File: src/rtl/top_bar_pkg.sv
`default_nettype none
// ============================================================================
// Module      : top_bar_pkg
// Description : Shared types, constants and BCD helpers for the top-bar game
//               controller: FSM state encoding, two-digit BCD type, bonus
//               seconds and the saturating BCD increment/add functions.
// Revision    : 1.0 - initial release
// ============================================================================
package top_bar_pkg;

  typedef enum logic [2:0] {
    IDLE      = 3'd0,
    LOAD      = 3'd1,
    PLAY      = 3'd2,
    RESPAWN   = 3'd3,
    LEVEL_UP  = 3'd4,
    GAME_OVER = 3'd5,
    WIN       = 3'd6
  } state_t;

  // Two BCD digits: [1] = tens, [0] = units.
  typedef logic [1:0][3:0] bcd2_t;

  localparam logic [3:0] BONUS_SECONDS = 4'd5;

  // BCD increment that sticks at 99.
  function automatic bcd2_t bcd_inc(input bcd2_t v);
    bcd2_t r;
    r = v;
    if (v == 8'h99) begin
      r = v;
    end else if (v[0] == 4'd9) begin
      r[0] = 4'd0;
      r[1] = v[1] + 4'd1;
    end else begin
      r[0] = v[0] + 4'd1;
    end
    return r;
  endfunction

  // BCD add of a single digit (0..9), clamped to 99.
  function automatic bcd2_t bcd_add_sat(input bcd2_t a, input logic [3:0] b);
    logic [4:0] lo;
    logic [4:0] hi;
    bcd2_t      r;
    lo = {1'b0, a[0]} + {1'b0, b};
    hi = {1'b0, a[1]};
    if (lo > 5'd9) begin
      lo = lo - 5'd10;
      hi = hi + 5'd1;
    end
    if (hi > 5'd9) begin
      r = 8'h99;
    end else begin
      r[1] = hi[3:0];
      r[0] = lo[3:0];
    end
    return r;
  endfunction

endpackage
`default_nettype wire

File: src/rtl/top_bar_if.sv
`default_nettype none
// ============================================================================
// Module      : top_bar_if
// Description : Bus between the game controller and the BCD level timer.
//   out_of_time : timer terminal count (timer -> controller)
//   timer       : current BCD timer value (timer -> controller)
//   timer_load  : one-cycle load strobe (controller -> timer)
//   time_to_add : BCD value to load (controller -> timer)
// Modports    : master = controller side, slave = timer side
// Revision    : 1.0 - initial release
// ============================================================================
interface top_bar_if;
  import top_bar_pkg::*;

  logic  out_of_time;
  bcd2_t timer;
  logic  timer_load;
  bcd2_t time_to_add;

  modport master (
    input  out_of_time,
    input  timer,
    output timer_load,
    output time_to_add
  );

  modport slave (
    output out_of_time,
    output timer,
    input  timer_load,
    input  time_to_add
  );
endinterface
`default_nettype wire

File: src/rtl/top_bar_frame_pause_counter.sv
`default_nettype none
// ============================================================================
// Module      : frame_pause_counter
// Description : Counts startOfFrame pulses while clear is low; done fires
//               combinationally together with the PAUSE_FRAMES-th pulse so
//               the controller leaves the pause on that same edge.
//   clk, reset   : clock, synchronous active-high reset
//   clear        : hold counter at zero (high outside the pause states)
//   startOfFrame : one-cycle frame pulse
//   done         : final pulse of the pause seen this cycle
// Revision    : 1.0 - initial release
// ============================================================================
module frame_pause_counter #(
  parameter int PAUSE_FRAMES = 60
) (
  input  logic clk,
  input  logic reset,
  input  logic clear,
  input  logic startOfFrame,
  output logic done
);

  localparam int CNT_W = (PAUSE_FRAMES > 1) ? $clog2(PAUSE_FRAMES) : 1;
  localparam logic [CNT_W-1:0] LAST = CNT_W'(PAUSE_FRAMES - 1);

  logic [CNT_W-1:0] cnt_q;
  logic [CNT_W-1:0] cnt_d;
  logic             at_last;

  assign at_last = (cnt_q == LAST);
  assign done    = ~clear & startOfFrame & at_last;

  always_comb begin
    cnt_d = cnt_q;
    if (clear) begin
      cnt_d = '0;
    end else if (startOfFrame) begin
      cnt_d = at_last ? '0 : cnt_q + 1'b1;
    end
  end

  always_ff @(posedge clk) begin
    if (reset) begin
      cnt_q <= '0;
    end else begin
      cnt_q <= cnt_d;
    end
  end

endmodule
`default_nettype wire

File: src/rtl/top_bar_ctrl.sv
`default_nettype none
// ============================================================================
// Module      : top_bar_ctrl
// Description : Game-flow controller for the top status bar: hearts, BCD
//               level number, timer reload and game state.
//   clk, reset        : clock, synchronous active-high reset
//   startOfFrame      : frame pulse, paces respawn/level-up pauses
//   start_game        : starts a game from IDLE, GAME_OVER or WIN
//   hit, level_complete, bonus_req : game event pulses (honoured in PLAY)
//   tbus              : timer bus (out_of_time, timer in; timer_load,
//                       time_to_add out)
//   num_of_hearts, level_num, playing, game_over, game_won : registered status
// Config      : define TOP_BAR_BONUS_TIME_EN to enable bonus-time loads
// Revision    : 1.0 - initial release
// ============================================================================
module top_bar_ctrl
  import top_bar_pkg::*;
#(
  parameter int    START_HEARTS = 3,
  parameter bcd2_t LEVEL_TIME   = 8'h30,
  parameter bcd2_t MAX_LEVEL    = 8'h09,
  parameter int    PAUSE_FRAMES = 60
) (
  input  logic             clk,
  input  logic             reset,
  input  logic             startOfFrame,
  input  logic             start_game,
  input  logic             hit,
  input  logic             level_complete,
  input  logic             bonus_req,
  top_bar_if.master        tbus,
  output logic [1:0]       num_of_hearts,
  output bcd2_t            level_num,
  output logic             playing,
  output logic             game_over,
  output logic             game_won
);

  localparam logic [1:0] HEARTS_INIT = 2'(START_HEARTS);
  localparam bcd2_t      LEVEL_INIT  = 8'h01;

  state_t     state_q, state_d;
  logic [1:0] hearts_q, hearts_d;
  bcd2_t      level_q, level_d;
  bcd2_t      time_to_add_q, time_to_add_d;
  logic       timer_load_q;
  logic       playing_q, game_over_q, game_won_q;
  logic       bonus_load;
  logic       heart_loss;
  logic       pause_clear;
  logic       pause_done;

  // Counter is held clear everywhere except the two pause states, so it
  // always starts from zero on entry.
  assign pause_clear = (state_q != RESPAWN) && (state_q != LEVEL_UP);

  frame_pause_counter #(
    .PAUSE_FRAMES (PAUSE_FRAMES)
  ) u_pause (
    .clk          (clk),
    .reset        (reset),
    .clear        (pause_clear),
    .startOfFrame (startOfFrame),
    .done         (pause_done)
  );

  // A simultaneous hit and timeout costs a single heart.
  assign heart_loss = hit | tbus.out_of_time;

`ifndef TOP_BAR_BONUS_TIME_EN
  logic unused_bonus;
  assign unused_bonus = ^{bonus_req, tbus.timer};
`endif

  always_comb begin
    state_d       = state_q;
    hearts_d      = hearts_q;
    level_d       = level_q;
    time_to_add_d = time_to_add_q;
    bonus_load    = 1'b0;
    case (state_q)
      IDLE, GAME_OVER, WIN: begin
        if (start_game) begin
          state_d  = LOAD;
          hearts_d = HEARTS_INIT;
          level_d  = LEVEL_INIT;
        end
      end
      LOAD: state_d = PLAY;
      PLAY: begin
        // level_complete wins over a same-cycle heart loss.
        if (level_complete) begin
          if (level_q == MAX_LEVEL) begin
            state_d = WIN;
          end else begin
            level_d = bcd_inc(level_q);
            state_d = LEVEL_UP;
          end
        end else if (heart_loss) begin
          hearts_d = hearts_q - 2'd1;
          state_d  = (hearts_d == 2'd0) ? GAME_OVER : RESPAWN;
        end
`ifdef TOP_BAR_BONUS_TIME_EN
        else if (bonus_req) begin
          time_to_add_d = bcd_add_sat(tbus.timer, BONUS_SECONDS);
          bonus_load    = 1'b1;
        end
`endif
      end
      RESPAWN, LEVEL_UP: begin
        if (pause_done) state_d = LOAD;
      end
      default: state_d = IDLE;
    endcase
    if (state_d == LOAD) time_to_add_d = LEVEL_TIME;
  end

  // Outputs are registered from the next state so they line up with state_q.
  always_ff @(posedge clk) begin
    if (reset) begin
      state_q       <= IDLE;
      hearts_q      <= HEARTS_INIT;
      level_q       <= LEVEL_INIT;
      time_to_add_q <= LEVEL_TIME;
      timer_load_q  <= 1'b0;
      playing_q     <= 1'b0;
      game_over_q   <= 1'b0;
      game_won_q    <= 1'b0;
    end else begin
      state_q       <= state_d;
      hearts_q      <= hearts_d;
      level_q       <= level_d;
      time_to_add_q <= time_to_add_d;
      timer_load_q  <= (state_d == LOAD) | bonus_load;
      playing_q     <= (state_d == PLAY);
      game_over_q   <= (state_d == GAME_OVER);
      game_won_q    <= (state_d == WIN);
    end
  end

  assign tbus.timer_load  = timer_load_q;
  assign tbus.time_to_add = time_to_add_q;
  assign num_of_hearts    = hearts_q;
  assign level_num        = level_q;
  assign playing          = playing_q;
  assign game_over        = game_over_q;
  assign game_won         = game_won_q;

endmodule
`default_nettype wire

File: src/flat_wrapper.sv
// flat-port wrapper written by rule: the top's interface ports become plain ports
module top_bar_ctrl_flat import top_bar_pkg::*;
#(
  parameter int    START_HEARTS = 3,
  parameter bcd2_t LEVEL_TIME   = 8'h30,
  parameter bcd2_t MAX_LEVEL    = 8'h09,
  parameter int    PAUSE_FRAMES = 60
)
  (clk, reset, startOfFrame, start_game, hit, level_complete, bonus_req, num_of_hearts, level_num, playing, game_over, game_won, tbus_out_of_time, tbus_timer, tbus_timer_load, tbus_time_to_add);
  top_bar_if tbus_i ();
  input  logic clk;
  input  logic reset;
  input  logic startOfFrame;
  input  logic start_game;
  input  logic hit;
  input  logic level_complete;
  input  logic bonus_req;
  output logic [1:0] num_of_hearts;
  output bcd2_t level_num;
  output logic playing;
  output logic game_over;
  output logic game_won;
  input wire logic [$bits(tbus_i.out_of_time)-1:0] tbus_out_of_time;
  input wire logic [$bits(tbus_i.timer)-1:0] tbus_timer;
  output wire logic [$bits(tbus_i.timer_load)-1:0] tbus_timer_load;
  output wire logic [$bits(tbus_i.time_to_add)-1:0] tbus_time_to_add;
  assign tbus_i.out_of_time = tbus_out_of_time;
  assign tbus_i.timer = tbus_timer;
  assign tbus_timer_load = tbus_i.timer_load;
  assign tbus_time_to_add = tbus_i.time_to_add;
  top_bar_ctrl #(.START_HEARTS(START_HEARTS), .LEVEL_TIME(LEVEL_TIME), .MAX_LEVEL(MAX_LEVEL), .PAUSE_FRAMES(PAUSE_FRAMES)) u_core (.clk(clk), .reset(reset), .startOfFrame(startOfFrame), .start_game(start_game), .hit(hit), .level_complete(level_complete), .bonus_req(bonus_req), .tbus(tbus_i), .num_of_hearts(num_of_hearts), .level_num(level_num), .playing(playing), .game_over(game_over), .game_won(game_won));
endmodule
File: config.mk
export PLATFORM = sky130hd
export DESIGN_NAME = top_bar_ctrl_flat
export DESIGN_NICKNAME = d
export VERILOG_FILES = /design/src/rtl/top_bar_pkg.sv /design/src/rtl/top_bar_if.sv /design/src/rtl/top_bar_frame_pause_counter.sv /design/src/rtl/top_bar_ctrl.sv /design/src/flat_wrapper.sv
export SDC_FILE = /design/constraint.sdc
export NUM_CORES = 1
export LEC_CHECK = 0
export ABC_AREA = 1
export CAP_MARGIN = 30
export CORE_UTILIZATION = 51
export DETAILED_ROUTE_END_ITERATION = 10
export GPL_ROUTABILITY_DRIVEN = 1
export PLACE_DENSITY = 0.83
export SLEW_MARGIN = 25
export SYNTH_ARGS = -nofsm -noshare
export SYNTH_HDL_FRONTEND = slang
export SYNTH_SLANG_ARGS = --single-unit
export TNS_END_PERCENT = 30
File: constraint.sdc
create_clock -name clk -period 3.2 [get_ports clk]
set_input_delay 0.64 -clock clk [delete_from_list [all_inputs] [get_ports clk]]
set_output_delay 0.64 -clock clk [all_outputs]
set_load 0.01 [all_outputs]
**Word level (Yosys, flattened, before mapping)**

Index checks and enable logic that the tools add are counted.

- Input bits: 16
- Flip-flop bits (word level): 23
- Output and inout port bits: 22
- Logic and storage cells: 69

- $add $sub $neg: 4
- Bitwise gates (word level): 4
- Eq/ne operators: 23
- Multiplexer cells: 19
- Reduce and logical (&&, ||, !) cells: 10

Operator list:

| kind | number |
|---|---|
| 2-to-1 mux 8 bit | 4 |
| case mux 8 bit (2 select lines) | 1 |
| == test 3 bit, second input constant | 5 |
| 2-to-1 mux 3 bit | 5 |
| case mux 3 bit (4 select lines) | 1 |
| != test 2 bit, second input constant | 5 |
| == test 3 x 2 -> 1 bit, second input constant | 3 |
| adder 4 x 1 -> 4 bit, second input constant | 2 |
| == test 8 x 4 -> 1 bit, second input constant | 1 |
| == test 8 bit, second input constant | 1 |
| 2-to-1 mux 2 bit | 4 |
| 2-to-1 mux 4 bit | 2 |
| adder 6 x 1 -> 6 bit, second input constant | 1 |
| == test 3 x 1 -> 1 bit, second input constant | 2 |
| == test 6 bit, second input constant | 1 |
| 2-to-1 mux 6 bit | 1 |
| AND reduction 6 bit | 1 |
| AND reduction 5 bit | 1 |
| == test 4 bit, second input constant | 1 |
| != test 2 x 1 -> 1 bit, second input constant | 2 |
| case mux 2 bit (2 select lines) | 1 |
| AND reduction 4 bit | 1 |
| OR reduction 2 bit | 2 |
| logical NOT 3 bit | 1 |
| other kinds (10) | 11 |

**Longest topological paths before layout**

Gate-level depths: netlist (run 1).

- Depth in word-level cells: 8
- Depth in mapped cells: 11
- Mapped depth without buffers: 11

**Modules after synthesis**

A second synthesis (run 1) with hierarchy kept.

- Cells, all modules: 209
- Area, all modules: 1393.8 µm²

Modules (own cells, without submodules):

| module | area each (µm²) | cells each | sequential area each (µm²) | instances |
|---|---|---|---|---|
| top_bar_ctrl | 1073.5 | 161 | 340.3 | 1 |
| frame_pause_counter | 320.3 | 48 | 120.1 | 1 |

**Least setup slack after synthesis (run 1)**

No wires, ideal clock.

- Path kind: input -> register
- Start point: input tbus_out_of_time
- End point: register u_core.game_over_q (netlist: u_core.game_over)
- Buffers on the path: 0
- Required time: 3.085 ns
- Path slack: 1.709 ns
- Arrival: 1.377 ns
- Stages: 7
- Library setup time: 0.115 ns
- Path through: or2_2 -> nand2_1 -> a21oi_1 -> a21oi_1 -> inv_1 -> nand2_1 -> nor2_1

- Cells in the longest elaborated chain, start to end: 5

RTL lines:

| element | line | RTL |
|---|---|---|
| from (decl) | flat_wrapper.sv:23 | `input wire logic [$bits(tbus_i.out_of_time)-1:0] tbus_out_of_time;` |
| OR 1 bit | top_bar_ctrl.sv:68 | `assign heart_loss = hit \| tbus.out_of_time;` |
| 2-to-1 mux 3 bit | top_bar_ctrl.sv:99 | `end else if (heart_loss) begin` |
| 2-to-1 mux 3 bit | top_bar_ctrl.sv:92 | `if (level_complete) begin` |
| case mux 3 bit (4 select lines) | top_bar_ctrl.sv:81 | `case (state_q)` |
| == test 3 bit | top_bar_ctrl.sv:136 | `game_over_q <= (state_d == GAME_OVER);` |
| to (signal assigned) | top_bar_ctrl.sv:136 |  |
| to (decl) | top_bar_ctrl.sv:47 | `logic playing_q, game_over_q, game_won_q;` |

Every way passes these cells.
A chain may end at the register's enable or synchronous reset.

**Worst setup path after layout (run 1)**

- Start point: register u_core.level_q, in the netlist u_core.level_num[4]
- End point: output level_num[4] (netlist bit)

RTL lines:

| element | line | RTL |
|---|---|---|
| from (decl) | top_bar_ctrl.sv:44 | `bcd2_t level_q, level_d;` |
| from (signal assigned) | top_bar_ctrl.sv:132 | `level_q <= level_d;` |
| to (decl) | flat_wrapper.sv:19 | `output bcd2_t level_num;` |

No word-level cell between the ends.

==> impl_metrics.tcl, run 1 <==
set metrics [dict create \
    yosys_warnings 0 \
    rows 18 \
    power.leakage_nw 0.705 \
    postCtsHoldBufs 0 \
    tritoncts "yes" \
    busiest_layer "met2" \
    dieArea_sq_mm 0.00285 \
    crit_family "buffers and inverters" \
    ioPinCount 38 \
    core_sq_mm 0.00248 \
    mostFrequentLayoutCell "nand2_1" \
    timing.fmax_ghz 0.500 \
    maxCapViolCount 0 \
    antenna_found_initial 0 \
    fin_crit_sh 0.625 \
    grt_pass1_vias 1000 \
    tns_ns 0 \
    clkTransAtPathRegs_ns 0.13 \
    route.detailed.drc 0 \
    worstSetupPathType "reg2out" \
    synth_area_sq_mm 0.00135 \
    path_max_fanout 7 \
    post_cts_resized 0 \
    cts-htree-levels 1 \
    synth_cells 192 \
    cts_buffers 3 \
    slowest_stage "clkdlybuf4s50_1" \
    power_mw 0.898 \
    postCtsSetupBuffers 0 \
    grt_max_degree 14 \
    grt_pass1_wl_microns 4060 \
    skew_ns 0.00113 \
    worstSetupEndpointType "output pin" \
    ys_types 26 \
    arrival_ns 1.36 \
    via_count 1179 \
    slew_violations 0 \
    clock_sinks 23 \
    layout-drive-gt1-share 0.103 \
    dp_hpwl_microns 1780 \
    vias_per_cell 4.83 \
    fin_nets 238 \
    setup_viol 0 \
    antenna_left 0 \
    clock_latency_ns 0.31 \
    chipWidth_microns 53.4 \
    finalHoldViolations 0 \
    postSynthAreaPerCell_sq_um 7.01 \
    path_buf_inv 1 \
    grt_use_met1 0.274 \
    drt_iter0_drc 8 \
    synthArstFlopShare 0 \
    firstDrtPassIters 4 \
    ys.flop_type "dfxtp_1" \
    gr-total-overflow 0 \
    layout_common_cells "nand2_1, nor2_1, dfxtp_1" \
    area_growth_pct 16.9 \
    cts_root_buf "clkbuf_4" \
    critPathLaunchType "flip-flop" \
    diodes 0 \
    finalCriticalPeriod_ns 2.00 \
    critical_path_required_ns 2.56 \
    holdCritPathClass "reg2reg" \
    stdcell_area_sq_mm 0.00157 \
    grt_use_total 0.196 \
    wl_per_cell_microns 9.57 \
    clockBufferDepth 2 \
    numPortBuffers 20 \
    dp.cells 240 \
    synth_seq_cells 23 \
    use_met3 0.0259 \
    cp_cell_sequence "clkdlybuf4s50_1" \
    wl_microns 2340 \
    initial_core_util 0.543 \
    nFillCells 215 \
    synth-edff-count 0 \
    synth-seq-area-share 0.342 \
    status "finished clean" \
    final_cells 244 \
    p_per_area_mw_per_mm2 570 \
    irDropWorstVdd_mv 0.348 \
    use_met2 0.288 \
    place_area_sq_mm 0.00155 \
    die_h_microns 53.4 \
    rsz0062_at_grt "false" \
    max_stage_delay_ns 0.58 \
    gp_congestion 0.782 \
]
cells in the mapped netlist, types with 2 or more instances:
cell | instances | share of area
nand2_1 | 48 | 0.13
nor2_1 | 26 | 0.072
dfxtp_1 | 23 | 0.34
inv_1 | 19 | 0.053
nand3_1 | 10 | 0.037
buf_4 | 8 | 0.045
o21ai_0 | 8 | 0.030
a21oi_1 | 7 | 0.026
ha_1 | 7 | 0.065
inv_2 | 4 | 0.011
nand3_2 | 4 | 0.030
nand2_2 | 3 | 0.014
nand4_1 | 3 | 0.014
nor2_4 | 3 | 0.025
nor3_1 | 3 | 0.011
xor2_1 | 3 | 0.020
conb_1 | 2 | 0.0056
nor2_2 | 2 | 0.0093
o211ai_1 | 2 | 0.011
routing by layer:
metal | part of all wire | wire, microns
met2 | 0.43 | 996
met4 | 0.021 | 49
met5 | 0 | 0
met3 | 0.046 | 107
met1 | 0.51 | 1180
worst register-to-register path, stage by stage, from the launching register on:
cell and delay [ns]:
dfxtp_1 0.45, ha_1 0.18, nand3_1 0.13, nor2_2 0.23
nand2_2 0.10, nand3_2 0.12, nor2_4 0.06, nor2_4 0.10
nand2_1 0.06, nor2_1 0.07
cell type report:
type                            instances  area, sq um  share of cell area
Clock buffer                            3         22.5              0.0143
Multi-Input combinational cell        143          758               0.482
Clock inverter                          1         5.00             0.00318
Tap cell                               30         37.5              0.0238
Sequential cell                        23          460               0.293
Timing Repair Buffer                   20          200               0.127
Inverter                               24         90.1              0.0572
flip-flops by register name, indices dropped and copies added (netlist names):
register / count
u_core.tbus.timer_load: 1
u_core.playing: 1
u_core.level_num: 8
u_core.u_pause.cnt_q: 6
u_core.game_over: 1
u_core.num_of_hearts: 2
u_core.state_q: 3
u_core.game_won: 1
metrics by stage:
step | hold slack (ns) | worst slack [ns] | util
after global placement | 0.497 | 1.07 | 0.624
after CTS | 0.530 | 1.20 | 0.635
after floorplan | 0.477 | 1.71 | -
after global routing | 0.557 | 1.13 | 0.635
after detailed placement | 0.511 | 1.06 | 0.624
final | 0.518 | 1.20 | 0.635
cells by family (layout without fill, tap and decap cells):
logic type	Yosys count	after routing	synth area share
AND/OR/NAND/NOR	106	106	0.375
XOR/XNOR	4	4	0.0260
adder cells (fa/ha/maj)	7	7	0.0651
multiplexers	1	1	0.00744
AO/OA/AOI/OAI	17	17	0.0669
buffers and inverters	32	48	0.112
flip-flops	23	23	0.342
other	2	8	0.00558
final timing paths:
path / start / to / slack (ns) / cells after the start
min reg2reg: u_core.level_num[5] / u_core.level_num[5] / 0.52 / 2
min: u_core.level_num[5] / u_core.level_num[5] / 0.52 / 2
max reg2reg: u_core.level_num[0] / u_core.level_num[2] / 1.66 / 9
max: u_core.level_num[4] / level_num[4] / 1.20 / 1
where the power goes:
group | leakage, nW | switching [mW] | internal, mW
clock | 0.0177 | 0.0918 | 0.0468
combinational | 0.500 | 0.237 | 0.156
sequential | 0.187 | 0.0392 | 0.327
total | 0.705 | 0.368 | 0.530
Power figures use the tool's default switching activity.
==> inputs of run 2 (changes only) <==
--- a/config.mk
+++ b/config.mk
@@ -7,10 +7,10 @@
 export LEC_CHECK = 0
 export ABC_AREA = 1
 export CAP_MARGIN = 30
-export CORE_UTILIZATION = 51
+export CORE_UTILIZATION = 47
 export DETAILED_ROUTE_END_ITERATION = 10
 export GPL_ROUTABILITY_DRIVEN = 1
-export PLACE_DENSITY = 0.83
+export PLACE_DENSITY = 0.77
 export SLEW_MARGIN = 25
 export SYNTH_ARGS = -nofsm -noshare
 export SYNTH_HDL_FRONTEND = slang
==> constraint.sdc (replaced) <==
create_clock -name clk -period 2.08 [get_ports clk]
set_input_delay 0.416 -clock clk [delete_from_list [all_inputs] [get_ports clk]]
set_output_delay 0.416 -clock clk [all_outputs]
set_load 0.01 [all_outputs]
==> run 2 against run 1 <==
Against the previous run:
- worst hold slack got worse by 0.0058 ns
- largest cell class unchanged
- critical path type unchanged
- combinational power rose by 54%
- critical endpoint unchanged
- via count is 1.1% lower
- design area increased by 0.56%
- clock-buffer cell count stayed put
- first-iteration DRC count increased by 110%
- global-route usage decreased by 3.4 points
==> impl_metrics.tcl, run 2 (synthesis gave the netlist of run 1 again) <==
set metrics [dict create \
    final_cells 246 \
    dp_hpwl_microns 1840 \
    maxCapViolCount 0 \
    postCtsSetupBuffers 0 \
    slew_violations 0 \
    numPortBuffers 20 \
    crit_family "buffers and inverters" \
    skew_ns 0.00546 \
    ioPinCount 38 \
    gr-total-overflow 0 \
    dieArea_sq_mm 0.00308 \
    clockBufferDepth 2 \
    layout_common_cells "nand2_1, nor2_1, dfxtp_1" \
    diodes 0 \
    rows 19 \
    finalCriticalPeriod_ns 1.78 \
    place_area_sq_mm 0.00156 \
    irDropWorstVdd_mv 0.488 \
    post_cts_resized 0 \
    stdcell_area_sq_mm 0.00158 \
    path_max_fanout 7 \
    power.leakage_nw 0.710 \
    mostFrequentLayoutCell "nand2_1" \
    core_sq_mm 0.00273 \
    rsz0062_at_grt "false" \
    wl_per_cell_microns 9.65 \
    route.detailed.drc 0 \
    worstSetupPathType "reg2out" \
    place_ws_ns 0.207 \
    regToRegEndpoint "u_core.level_num[3]" \
    wl_microns 2380 \
    cts_root_buf "clkbuf_4" \
    via_count 1166 \
    initial_core_util 0.492 \
    setup_viol 0 \
    tns_ns 0 \
    grt_use_total 0.162 \
    vias_per_cell 4.74 \
    fin_nets 239 \
    whs_endpoint "u_core.u_pause.cnt_q[0]" \
    max_stage_delay_ns 0.58 \
    grt_max_degree 14 \
    dp.cells 242 \
    ff2ff_setup_slack_ns 0.53 \
    path_buf_inv 1 \
    min_delay_path_depth 2 \
    holdCritPathClass "reg2reg" \
    post-route-util 0.579 \
    postCtsHoldBufs 0 \
    grt_pass1_wl_microns 3990 \
    worstSetupEndpointType "output pin" \
    timing.fmax_ghz 0.560 \
    cts-htree-levels 1 \
    cp_cell_sequence "clkdlybuf4s50_1" \
    gp_congestion 0.804 \
    critPathLaunchType "flip-flop" \
    critical_path_required_ns 1.66 \
    area_growth_pct 17.6 \
    cts_buffers 3 \
    layout-drive-gt1-share 0.107 \
    chipWidth_microns 55.5 \
    fin_crit_sh 0.858 \
    clock_latency_ns 0.32 \
    largest_register_ffs 8 \
    clkTransAtPathRegs_ns 0.13 \
    status "finished clean" \
    slowest_stage "clkdlybuf4s50_1" \
    finalHoldViolations 0 \
    antenna_left 0 \
    clock_sinks 23 \
    tritoncts "yes" \
    r2r.worst_path.cells 10 \
    antenna_found_initial 0 \
    die_h_microns 55.5 \
    r2r_start "u_core.level_num[4]" \
    p_per_area_mw_per_mm2 873 \
    min-delay-start "u_core.u_pause.cnt_q[0]" \
    firstDrtPassIters 4 \
    grt_pass1_vias 950 \
    drt_iter0_drc 17 \
    arrival_ns 1.37 \
    finalWorstSetupSlack_ns 0.295 \
]
==> run 2: changes by cell type in the layout (fill, tap and decap cells not counted), sizes merged <==
cell  delta
buf      +1
==> run 2: worst max-delay path by stage <==
stage / start / end / slack [ns] / cells after the start
2_1_floorplan: u_core.level_num[4] / u_core.level_num[2] / 0.66 / 10
3_3_place_gp: startOfFrame / u_core.game_won / 0.22 / 10
3_5_place_dp: startOfFrame / u_core.game_over / 0.21 / 10
4_1_cts: u_core.level_num[4] / level_num[4] / 0.28 / 1
5_1_grt: u_core.level_num[4] / level_num[4] / 0.25 / 1
6_report: u_core.level_num[4] / level_num[4] / 0.30 / 1
==> run 2: layer usage <==
layer	track usage	routed length, microns	up-vias
met4	0.0964	57	0
li1	-	-	636
met5	0	0	-
met1	0.224	1200	500
met2	0.243	1040	25
met3	0.0164	84	5
==> run 2: layout make-up <==
| type | count | area (sq um) |
|---|---|---|
| timing repair buffer | 21 | 208 |
| clock buffer | 3 | 22.5 |
| multi-input combinational | 143 | 758 |
| fill | 276 | 1150 |
| inverter | 24 | 90.1 |
| clock inverter | 1 | 5.00 |
| tap | 31 | 38.8 |
| sequential | 23 | 460 |
==> run 2: where the power goes <==
group / total [mW] / internal [mW] / switching [mW]
combinational: 0.607 / 0.242 / 0.365
clock: 0.212 / 0.0721 / 0.140
sequential: 0.563 / 0.502 / 0.0602
total: 1.38 / 0.816 / 0.565
==> run 2: per-stage QoR <==
step / power, mW / hold slack [ns]
2_1_floorplan: 1.00 / 0.477
5_1_grt: 1.49 / 0.566
3_3_place_gp: 1.17 / 0.498
6_report: 1.38 / 0.512
3_5_place_dp: 1.18 / 0.498
4_1_cts: 1.40 / 0.517
